==> src/rtl/imm_gen_pkg.sv <==
// Shared format codes and opcode constants for the pipelined immediate generator.
// No logic.
// No flow control.
package imm_gen_pkg;

    typedef enum logic [2:0] {
        FMT_NONE  = 3'd0,
        FMT_I     = 3'd1,
        FMT_SHAMT = 3'd2,
        FMT_S     = 3'd3,
        FMT_B     = 3'd4,
        FMT_U     = 3'd5,
        FMT_J     = 3'd6
    } imm_fmt_e;

    localparam logic [6:0] OPC_OPIMM  = 7'b0010011;
    localparam logic [6:0] OPC_LOAD   = 7'b0000011;
    localparam logic [6:0] OPC_JALR   = 7'b1100111;
    localparam logic [6:0] OPC_STORE  = 7'b0100011;
    localparam logic [6:0] OPC_BRANCH = 7'b1100011;
    localparam logic [6:0] OPC_LUI    = 7'b0110111;
    localparam logic [6:0] OPC_AUIPC  = 7'b0010111;
    localparam logic [6:0] OPC_JAL    = 7'b1101111;

endpackage

==> src/rtl/imm_gen_pipe_decode.sv <==
// Immediate decoder: instruction word -> extended immediate, format, illegal, pc-relative flag.
// Purely combinational, zero cycles.
// No flow control; the parent registers the result.
module imm_decode
    import imm_gen_pkg::*;
#(
    parameter int XLEN = 32
) (
    input  logic [31:0]     op_i,
    output logic [XLEN-1:0] imm_o,
    output imm_fmt_e        fmt_o,
    output logic            illegal_o,
    output logic            is_pcrel_o
);

    // RV64 shifts carry a 6-bit shamt, RV32 a 5-bit one.
    localparam int SHW = (XLEN == 64) ? 6 : 5;

    logic [6:0]      opc;
    logic [2:0]      funct3;
    logic [XLEN-1:0] imm_i;
    logic [XLEN-1:0] imm_s;
    logic [XLEN-1:0] imm_b;
    logic [XLEN-1:0] imm_u;
    logic [XLEN-1:0] imm_j;
    logic [XLEN-1:0] imm_sh;

    assign opc    = op_i[6:0];
    assign funct3 = op_i[14:12];

    // The sign bit op_i[31] is replicated over everything above the low field bits.
    assign imm_i = {{(XLEN-11){op_i[31]}}, op_i[30:20]};
    assign imm_s = {{(XLEN-11){op_i[31]}}, op_i[30:25], op_i[11:7]};
    assign imm_b = {{(XLEN-12){op_i[31]}}, op_i[7], op_i[30:25], op_i[11:8], 1'b0};
    assign imm_u = {{(XLEN-31){op_i[31]}}, op_i[30:12], 12'b0};
    assign imm_j = {{(XLEN-20){op_i[31]}}, op_i[19:12], op_i[20], op_i[30:21], 1'b0};

    always_comb begin
        imm_sh          = '0;
        imm_sh[SHW-1:0] = op_i[20 +: SHW];
    end

    always_comb begin
        imm_o      = '0;
        fmt_o      = FMT_NONE;
        illegal_o  = 1'b0;
        is_pcrel_o = 1'b0;
        unique case (opc)
            OPC_OPIMM: begin
                if (funct3[1:0] == 2'b01) begin
                    imm_o = imm_sh;
                    fmt_o = FMT_SHAMT;
                end else begin
                    imm_o = imm_i;
                    fmt_o = FMT_I;
                end
            end
            OPC_LOAD, OPC_JALR: begin
                imm_o = imm_i;
                fmt_o = FMT_I;
            end
            OPC_STORE: begin
                imm_o = imm_s;
                fmt_o = FMT_S;
            end
            OPC_BRANCH: begin
                imm_o      = imm_b;
                fmt_o      = FMT_B;
                is_pcrel_o = 1'b1;
            end
            OPC_LUI: begin
                imm_o = imm_u;
                fmt_o = FMT_U;
            end
            OPC_AUIPC: begin
                imm_o      = imm_u;
                fmt_o      = FMT_U;
                is_pcrel_o = 1'b1;
            end
            OPC_JAL: begin
                imm_o      = imm_j;
                fmt_o      = FMT_J;
                is_pcrel_o = 1'b1;
            end
            default: begin
                illegal_o = 1'b1;
            end
        endcase
    end

endmodule

==> src/rtl/imm_gen_pipe.sv <==
// Pipelined immediate generator with pc-relative target adder for the decode stage.
// LATENCY register stages (1 or 2) from input acceptance to valid_o; 1/cycle throughput.
// valid/ready: stalls hold outputs bit-stable, upstream fills bubbles; flush kills all entries.
module imm_gen_pipe
    import imm_gen_pkg::*;
#(
    parameter int XLEN    = 32,
    parameter int LATENCY = 1
) (
    input  logic            clk_i,
    input  logic            rst_i,
    input  logic            flush_i,
    input  logic            valid_i,
    output logic            ready_o,
    input  logic [31:0]     Op_i,
    input  logic [XLEN-1:0] pc_i,
    output logic            valid_o,
    input  logic            ready_i,
    output logic [XLEN-1:0] Imm_o,
    output logic [2:0]      fmt_o,
    output logic [XLEN-1:0] Target_o,
    output logic            illegal_o
);

    logic [XLEN-1:0] dec_imm;
    imm_fmt_e        dec_fmt;
    logic            dec_ill;
    logic            dec_pcrel;
    logic            in_xfer;

    imm_decode #(.XLEN(XLEN)) u_decode (
        .op_i       (Op_i),
        .imm_o      (dec_imm),
        .fmt_o      (dec_fmt),
        .illegal_o  (dec_ill),
        .is_pcrel_o (dec_pcrel)
    );

    assign in_xfer = valid_i && ready_o;

    if (LATENCY == 1) begin : g_lat1
        logic            vld_q, vld_d;
        logic [XLEN-1:0] imm_q, imm_d;
        logic [XLEN-1:0] tgt_q, tgt_d;
        imm_fmt_e        fmt_q, fmt_d;
        logic            ill_q, ill_d;

        assign ready_o = !flush_i && (!vld_q || ready_i);

        always_comb begin
            vld_d = vld_q;
            imm_d = imm_q;
            tgt_d = tgt_q;
            fmt_d = fmt_q;
            ill_d = ill_q;
            if (flush_i) begin
                vld_d = 1'b0;
            end else if (in_xfer) begin
                vld_d = 1'b1;
                imm_d = dec_imm;
                fmt_d = dec_fmt;
                ill_d = dec_ill;
                tgt_d = dec_pcrel ? (pc_i + dec_imm) : '0;
            end else if (vld_q && ready_i) begin
                vld_d = 1'b0;
            end
        end

        always_ff @(posedge clk_i or negedge rst_i) begin
            if (!rst_i) begin
                vld_q <= 1'b0;
                imm_q <= '0;
                tgt_q <= '0;
                fmt_q <= FMT_NONE;
                ill_q <= 1'b0;
            end else begin
                vld_q <= vld_d;
                imm_q <= imm_d;
                tgt_q <= tgt_d;
                fmt_q <= fmt_d;
                ill_q <= ill_d;
            end
        end

        assign valid_o   = vld_q;
        assign Imm_o     = imm_q;
        assign Target_o  = tgt_q;
        assign fmt_o     = fmt_q;
        assign illegal_o = ill_q;
    end else begin : g_lat2
        // Stage 1 holds the decoded fields plus pc; the adder sits between the stages.
        logic            v1_q, v1_d;
        logic [XLEN-1:0] imm1_q, imm1_d;
        logic [XLEN-1:0] pc1_q, pc1_d;
        imm_fmt_e        fmt1_q, fmt1_d;
        logic            ill1_q, ill1_d;
        logic            pcrel1_q, pcrel1_d;

        logic            v2_q, v2_d;
        logic [XLEN-1:0] imm2_q, imm2_d;
        logic [XLEN-1:0] tgt2_q, tgt2_d;
        imm_fmt_e        fmt2_q, fmt2_d;
        logic            ill2_q, ill2_d;

        logic            adv1;

        assign adv1    = v1_q && (!v2_q || ready_i);
        assign ready_o = !flush_i && (!v1_q || adv1);

        always_comb begin
            v1_d     = v1_q;
            imm1_d   = imm1_q;
            pc1_d    = pc1_q;
            fmt1_d   = fmt1_q;
            ill1_d   = ill1_q;
            pcrel1_d = pcrel1_q;
            if (flush_i) begin
                v1_d = 1'b0;
            end else if (in_xfer) begin
                v1_d     = 1'b1;
                imm1_d   = dec_imm;
                pc1_d    = pc_i;
                fmt1_d   = dec_fmt;
                ill1_d   = dec_ill;
                pcrel1_d = dec_pcrel;
            end else if (adv1) begin
                v1_d = 1'b0;
            end
        end

        always_comb begin
            v2_d   = v2_q;
            imm2_d = imm2_q;
            tgt2_d = tgt2_q;
            fmt2_d = fmt2_q;
            ill2_d = ill2_q;
            if (flush_i) begin
                v2_d = 1'b0;
            end else if (adv1) begin
                v2_d   = 1'b1;
                imm2_d = imm1_q;
                fmt2_d = fmt1_q;
                ill2_d = ill1_q;
                tgt2_d = pcrel1_q ? (pc1_q + imm1_q) : '0;
            end else if (v2_q && ready_i) begin
                v2_d = 1'b0;
            end
        end

        always_ff @(posedge clk_i or negedge rst_i) begin
            if (!rst_i) begin
                v1_q     <= 1'b0;
                imm1_q   <= '0;
                pc1_q    <= '0;
                fmt1_q   <= FMT_NONE;
                ill1_q   <= 1'b0;
                pcrel1_q <= 1'b0;
                v2_q     <= 1'b0;
                imm2_q   <= '0;
                tgt2_q   <= '0;
                fmt2_q   <= FMT_NONE;
                ill2_q   <= 1'b0;
            end else begin
                v1_q     <= v1_d;
                imm1_q   <= imm1_d;
                pc1_q    <= pc1_d;
                fmt1_q   <= fmt1_d;
                ill1_q   <= ill1_d;
                pcrel1_q <= pcrel1_d;
                v2_q     <= v2_d;
                imm2_q   <= imm2_d;
                tgt2_q   <= tgt2_d;
                fmt2_q   <= fmt2_d;
                ill2_q   <= ill2_d;
            end
        end

        assign valid_o   = v2_q;
        assign Imm_o     = imm2_q;
        assign Target_o  = tgt2_q;
        assign fmt_o     = fmt2_q;
        assign illegal_o = ill2_q;
    end

endmodule

==> config.mk <==
export PLATFORM = sky130hd
export DESIGN_NAME = imm_gen_pipe
export DESIGN_NICKNAME = d
export VERILOG_FILES = /design/src/rtl/imm_gen_pkg.sv /design/src/rtl/imm_gen_pipe_decode.sv /design/src/rtl/imm_gen_pipe.sv
export SDC_FILE = /design/constraint.sdc
export NUM_CORES = 1
export LEC_CHECK = 0
export CORE_ASPECT_RATIO = 1.1
export CORE_MARGIN = 2
export CORE_UTILIZATION = 30
export CTS_BUF_LIST = sky130_fd_sc_hd__clkbuf_2 sky130_fd_sc_hd__clkbuf_4 sky130_fd_sc_hd__clkbuf_8
export CTS_CLUSTER_DIAMETER = 120
export DETAILED_ROUTE_END_ITERATION = 8
export MAX_ROUTING_LAYER = met4
export PLACE_DENSITY_LB_ADDON = 0.15
export SYNTH_ARGS = -nofsm -noshare
export SYNTH_HDL_FRONTEND = slang
export SYNTH_SLANG_ARGS = --single-unit
==> constraint.sdc <==
create_clock -name clk_i -period 4.4 [get_ports clk_i]
set_clock_uncertainty 0.2 [all_clocks]
set_input_delay 0.66 -clock clk_i [delete_from_list [all_inputs] [get_ports clk_i]]
set_output_delay 0.66 -clock clk_i [all_outputs]
set_load 0.1 [all_outputs]
# Word-level counts from Yosys, hierarchy flattened
# Cells that the tools add are included.
word_totals:
  reg_bits: 69
  out_inout_bits: 70
  in_bits: 69
op_classes:
  eq_ne: 9
  reduce_logical: 12
  bitwise: 1
  add_sub_neg: 1
  mux: 10
op_table:
  columns: ["cell", "count"]
  rows:
  - ["$pmux 32 s6", 1]
  - ["$mux 32", 2]
  - ["$add 32x32->32", 1]
  - ["$eq 7x7->1 const B", 3]
  - ["$pmux 3 s6", 1]
  - ["$eq 7x5->1 const B", 2]
  - ["$eq 7x6->1 const B", 2]
  - ["$reduce_or 8->1", 1]
  - ["$eq 7x2->1 const B", 1]
  - ["$mux 1", 5]
  - ["$reduce_or 2->1", 2]
  - ["$logic_and 1x1->1", 3]
  - ["$reduce_bool 3->1", 1]
  - ["$reduce_or 3->1", 1]
  - ["$eq 2x1->1 const B", 1]
  - ["$logic_not 1->1", 2]
  - ["$mux 2", 1]
  - ["$reduce_and 2->1", 1]
  - ["$logic_or 1x1->1", 1]
  - ["$not 1->1", 1]

# Longest topological paths before layout
logic_depth:
  depth_word: 6
  ltp_mapped: 18
  mapped_depth_nobuf: 16

# Cells and area by module
# Synthesis repeated with hierarchy kept, for this count alone.
hier_totals:
  cells_unflattened: 591
  area_unflattened_um2: 4956.0
modules_own_cells:
  columns: ["module", "area_per_inst_um2", "cells_per_inst", "seq_area_each_um2", "n_inst"]
  rows:
  - ["imm_gen_pipe", 4315.4, 498, 1726.7, 1]
  - ["imm_decode", 640.6, 93, 0.0, 1]

# Worst setup path after synthesis
# No wires, ideal clock.
synth_path:
  kind: "in2reg"
  startpoint: "input port Op_i[6]"
  endpoint: "register g_lat1.tgt_q[31] (netlist: Target_o[31])"
  setup_slack_ns: 0.556
  required_time_ns: 4.078
  path_buffers: 2
  arrival_ns: 3.523
  cell_stages: 17
  cell_sequence: "buf_2 or3_4 nor2_2 nor3_1 a211oi_2 and2_1 buf_4 a21o_1 ha_1 a21o_1 a21o_1 a311oi_1 o21bai_1 a21oi_1 o21ai_1 xnor2_1 a22o_1"
synth_between:
  elab_chain_cells: 5
  elab_cells_between_ends: 15
  cone_classes: "add/sub: 1; eq/ne: 8; mux: 3; reduce/logical: 3"
synth_lines:
  columns: ["element", "line_no", "source"]
  rows:
  - ["from (decl)", "imm_gen_pipe.sv:15", "input logic [31:0] Op_i,"]
  - ["$eq 7x6->1, or another cell as far along", "imm_gen_pipe_decode.sv:48", "unique case (opc)"]
  - ["$reduce_or 2->1, on equally long branches", null, null]
  - ["$pmux 32 s6 *", "imm_gen_pipe_decode.sv:48", null]
  - ["via dec_imm[24]", "imm_gen_pipe.sv:25", "logic [XLEN-1:0] dec_imm;"]
  - ["$add 32x32->32 *", "imm_gen_pipe.sv:63", "tgt_d = dec_pcrel ? (pc_i + dec_imm) : '0;"]
  - ["$mux 32 *", "imm_gen_pipe.sv:63", null]
  - ["to (signal assigned)", "imm_gen_pipe.sv:79", "tgt_q <= tgt_d;"]
  - ["to (decl)", "imm_gen_pipe.sv:44", "logic [XLEN-1:0] tgt_q, tgt_d;"]
# The timed path passes the listed nets; every way through them passes the cells marked *.
# A chain may end at the register's enable or synchronous reset.

# Worst setup path in the final report
layout_path:
  startpoint: "input port Op_i[6]"
  endpoint: "register g_lat1.tgt_q[28] (netlist: Target_o[28])"
# The elaborated chain is that of the path after synthesis.

==> results.yml <==
status:
  status: "complete, no violations"
floorplan:
  pin_count: 139
  start_util_pct: 30.8
  design.core.area_sq_um: 15100
  die_h_um: 135
  die_x_um: 123
  num_rows: 47
  die_area_sq_um: 16500
drt:
  drcViolationCount: 0
  drtIter0Drc: 207
  viasPerCell: 4.99
  drt_wl_total_mm: 16.0
  detail-route-antenna-nets: 0
  avgRoutedWirePerCell_um: 17.5
  vias: 4547
  first_pass_iters: 4
synth:
  syn_area_sq_um: 4650
  async_flop_share_pct: 100
  synth_nets: 579
  synth_cells: 478
  yosysSeqAreaShare_pct: 37.1
  yosysWarnings: 0
  ys_types: 60
  syn_avg_cell_area_sq_um: 9.73
  synthMuxAreaShare_pct: 4.84
  synth_edf_count: 0
  synth_xor_area_share_pct: 5.65
  synth_ff_type: "dfrtp_1"
  ys_seq_elements: 69
  synth-compound-area-share_pct: 28.6
  synth_top_family_by_area: "compound AO/OA/AOI/OAI gates"
  synthAdderAreaFrac_pct: 8.77
  synth_simple_gate_area_share_pct: 11.9
setup_path:
  end_kind: "flip-flop"
  reg2reg_from: "valid_o"
  crit_path_max_fanout: 8
  critPathArrivalTime_ns: 4.22
  worstSetupPathType: "input pin to flip-flop"
  crit_slowest_cell: "clkdlybuf4s50_1"
  cp_common_cell: "a21o_1"
  path_cells: "clkdlybuf4s50_1, nand2_1, nor2_2, a21oi_1, nor3b_2, buf_4, a21o_1, ha_1, a21o_1, a31oi_1, o21ai_0, a31o_1, a31o_2, a211oi_2, xnor2_1, a22o_1"
  cp-startpoint: "Op_i[6]"
  required_ns: 4.46
  start_kind: "input pin"
  slowest_delay_ns: 0.59
final_layout:
  final_util_pct: 47.7
  final_cell_count_no_fill: 912
  stdcell_area_sq_um: 7210
  num_antenna_cells: 0
  drive_gt1_share_pct: 23.2
  syn_to_final_growth_pct: 55.0
  final_nets: 812
  fillCellCount: 1427
timing:
  period_minus_slack_ns: 4.17
  rsz0062_at_grt: "false"
  fmax_ghz: 0.240
  setup_violations: 0
  worst_pin_slew_ns: 1.01
  slew_headroom_pct: 32.4
  fin_crit_sh_pct: 94.7
  slew_violations: 0
  report.final.hold_viol_count: 0
cts:
  cts.sinks: 69
  clk_path_buf_depth: 2
  cts_tree: "done"
  path_clk_slew_ns: 0.08
  clock-root-buffer: "clkbuf_8"
  cts_buffers: 9
  insertion_delay_ns: 0.35
  htree_levels: 3
placed_design:
  dp.cells: 895
  io_buffers: 138
  placed_area_sq_um: 6990
  routabilityCongestion: 0.844
  hpwl_mm: 13.0
grt:
  grt_pass1_vias: 4813
  antenna_found_initial: 0
  grt_overflow_total: 0
  grt_pass1_wl_mm: 25.4
  gr-usage-all-layers_pct: 20.5
  grt_max_degree: 45
power_and_ir_drop:
  peakVddDrop_mv: 0.127
  p_sw_mw: 0.544
  finalPower_mw: 1.68
  internal_power_mw: 1.13
  netSwitchingFraction_pct: 32.4
  powerDensity_nw_per_um2: 233
  clkPwrFrac_pct: 32.6
  seq_power_share_pct: 39.1
  p_leak_nw: 3.61
  p_comb_share_pct: 28.4
min_path:
  hold_path.class: "input pin to async pin"
job:
  drv_cap: 0
-- metal layers --
| layer | up-vias | wire length (um) | global-route usage (%) | share of wire [%] |
|---|---|---|---|---|
| li1 | 2265 | - | - | - |
| met1 | 2158 | 7210 | 26.5 | 45 |
| met2 | 110 | 7900 | 33.8 | 49 |
| met3 | 14 | 631 | 2.53 | 3.9 |
| met4 | 0 | 248 | 5.87 | 1.6 |
| met5 | - | 0 | - | 0 |
-- flip-flops by register name, indices dropped and copies added, names as in the netlist --
name / count
fmt_o: 3
Target_o: 32
Imm_o: 32
valid_o: 1
illegal_o: 1
-- power by group through the flow --
stage | clock network [mW] | registers, mW | logic, mW
after floorplan | 0 | 0.770 | 0.158
after global placement | 0 | 0.668 | 0.478
after detailed placement | 0 | 0.669 | 0.476
after CTS | 0.568 | 0.656 | 0.478
after global routing | 0.591 | 0.658 | 0.511
final | 0.546 | 0.656 | 0.476
-- worst max-delay path, delay by kind of cell --
| family | cells | cell delay (ns) |
|---|---|---|
| and+or+nand+nor | 3 | 0.62 |
| adders and majority gates | 1 | 0.29 |
| buffers and inverters | 2 | 0.82 |
| xor gates and xnor gates | 1 | 0.10 |
| AOI/OAI and AO/OA | 9 | 1.73 |
-- logic make-up (layout without fill, tap and decap cells) --
group	Yosys count	in the layout
simple gates	108	108
compound gates	184	184
xor+xnor	30	30
mux	20	20
flops	69	69
fa+ha+maj	32	32
buf+inv	35	273
-- synth_stat cells (5+ instances only) --
cell	n	share of area, %
and2_1	11	1.5
a22o_1	46	8.7
o21ai_1	5	0.54
a31oi_1	7	0.94
a21o_1	42	6.8
mux2_2	19	4.6
a21oi_1	37	4.0
clkbuf_1	18	1.5
ha_1	31	8.3
o211ai_1	6	0.97
buf_2	5	0.54
nor2_1	20	1.6
nand3_1	9	0.97
nor3_1	9	0.97
inv_1	10	0.81
nand2_1	30	2.4
dfrtp_1	69	37
xor2_1	12	2.3
xnor2_1	18	3.4
o21ai_0	12	1.3
-- metrics by stage --
stage | setup WS (ns) | hold WS (ns) | TNS (ns)
after global routing | 0.000524 | 0.240 | 0
after detailed placement | -0.155 | 0.277 | -1.33
after global placement | -0.121 | 0.279 | -0.828
final | 0.232 | 0.178 | 0
after floorplan | 0.556 | 0.164 | 0
after CTS | 0.221 | 0.192 | 0
-- cell type report --
| cell class | instances | area [sq um] | area share, % |
|---|---|---|---|
| timing repair buffer | 247 | 2200 | 30.6 |
| multi-input combinational | 374 | 2800 | 38.8 |
| tap | 196 | 245 | 3.40 |
| sequential | 69 | 1730 | 24.0 |
| clock inverter | 4 | 47.5 | 0.659 |
| clock buffer | 12 | 153 | 2.12 |
| inverter | 10 | 37.5 | 0.521 |
-- final timing paths --
| kind | endpoint | slack [ns] | cells past startpoint |
|---|---|---|---|
| min reg2reg | fmt_o[2] | 0.29 | 2 |
| max | Target_o[28] | 0.23 | 16 |
| max in group asynchronous | Imm_o[27] | 2.82 | 2 |
| min in group clk_i | fmt_o[2] | 0.29 | 2 |
| max reg2reg | Target_o[20] | 2.29 | 6 |
| min | Target_o[22] | 0.18 | 1 |
-- layout by cell type (no fill, tap or decap), types with 3 or more instances in the layout --
master,synthesis,routed
ha_1,31,31
clkdlybuf4s50_1,0,136
o21bai_1,4,4
buf_4,1,109
o21ai_0,12,11
xor2_1,12,12
a21o_1,42,42
and2_1,11,11
inv_1,10,10
a21oi_1,37,36
nor2b_1,4,4
a211oi_2,3,3
clkbuf_8,0,10
a31oi_1,7,7
nor3_1,9,8
a22oi_1,3,3
dfrtp_1,69,69
nand2_1,30,29
nor2_2,2,3
o21ai_1,5,6
a22o_1,46,46
nand3_1,9,9
o211ai_1,6,6
nand4_1,4,4
or3_1,4,4
xnor2_1,18,18
mux2_2,19,19
nor2_1,20,19
-- timing repair --
item | in CTS | in global routing
setup buffers | 0 | 1
hold buffers | 0 | 0
endpoints found under the setup margin | 0 | 7
resized for setup | 0 | 3
Power figures use the tool's default switching activity.
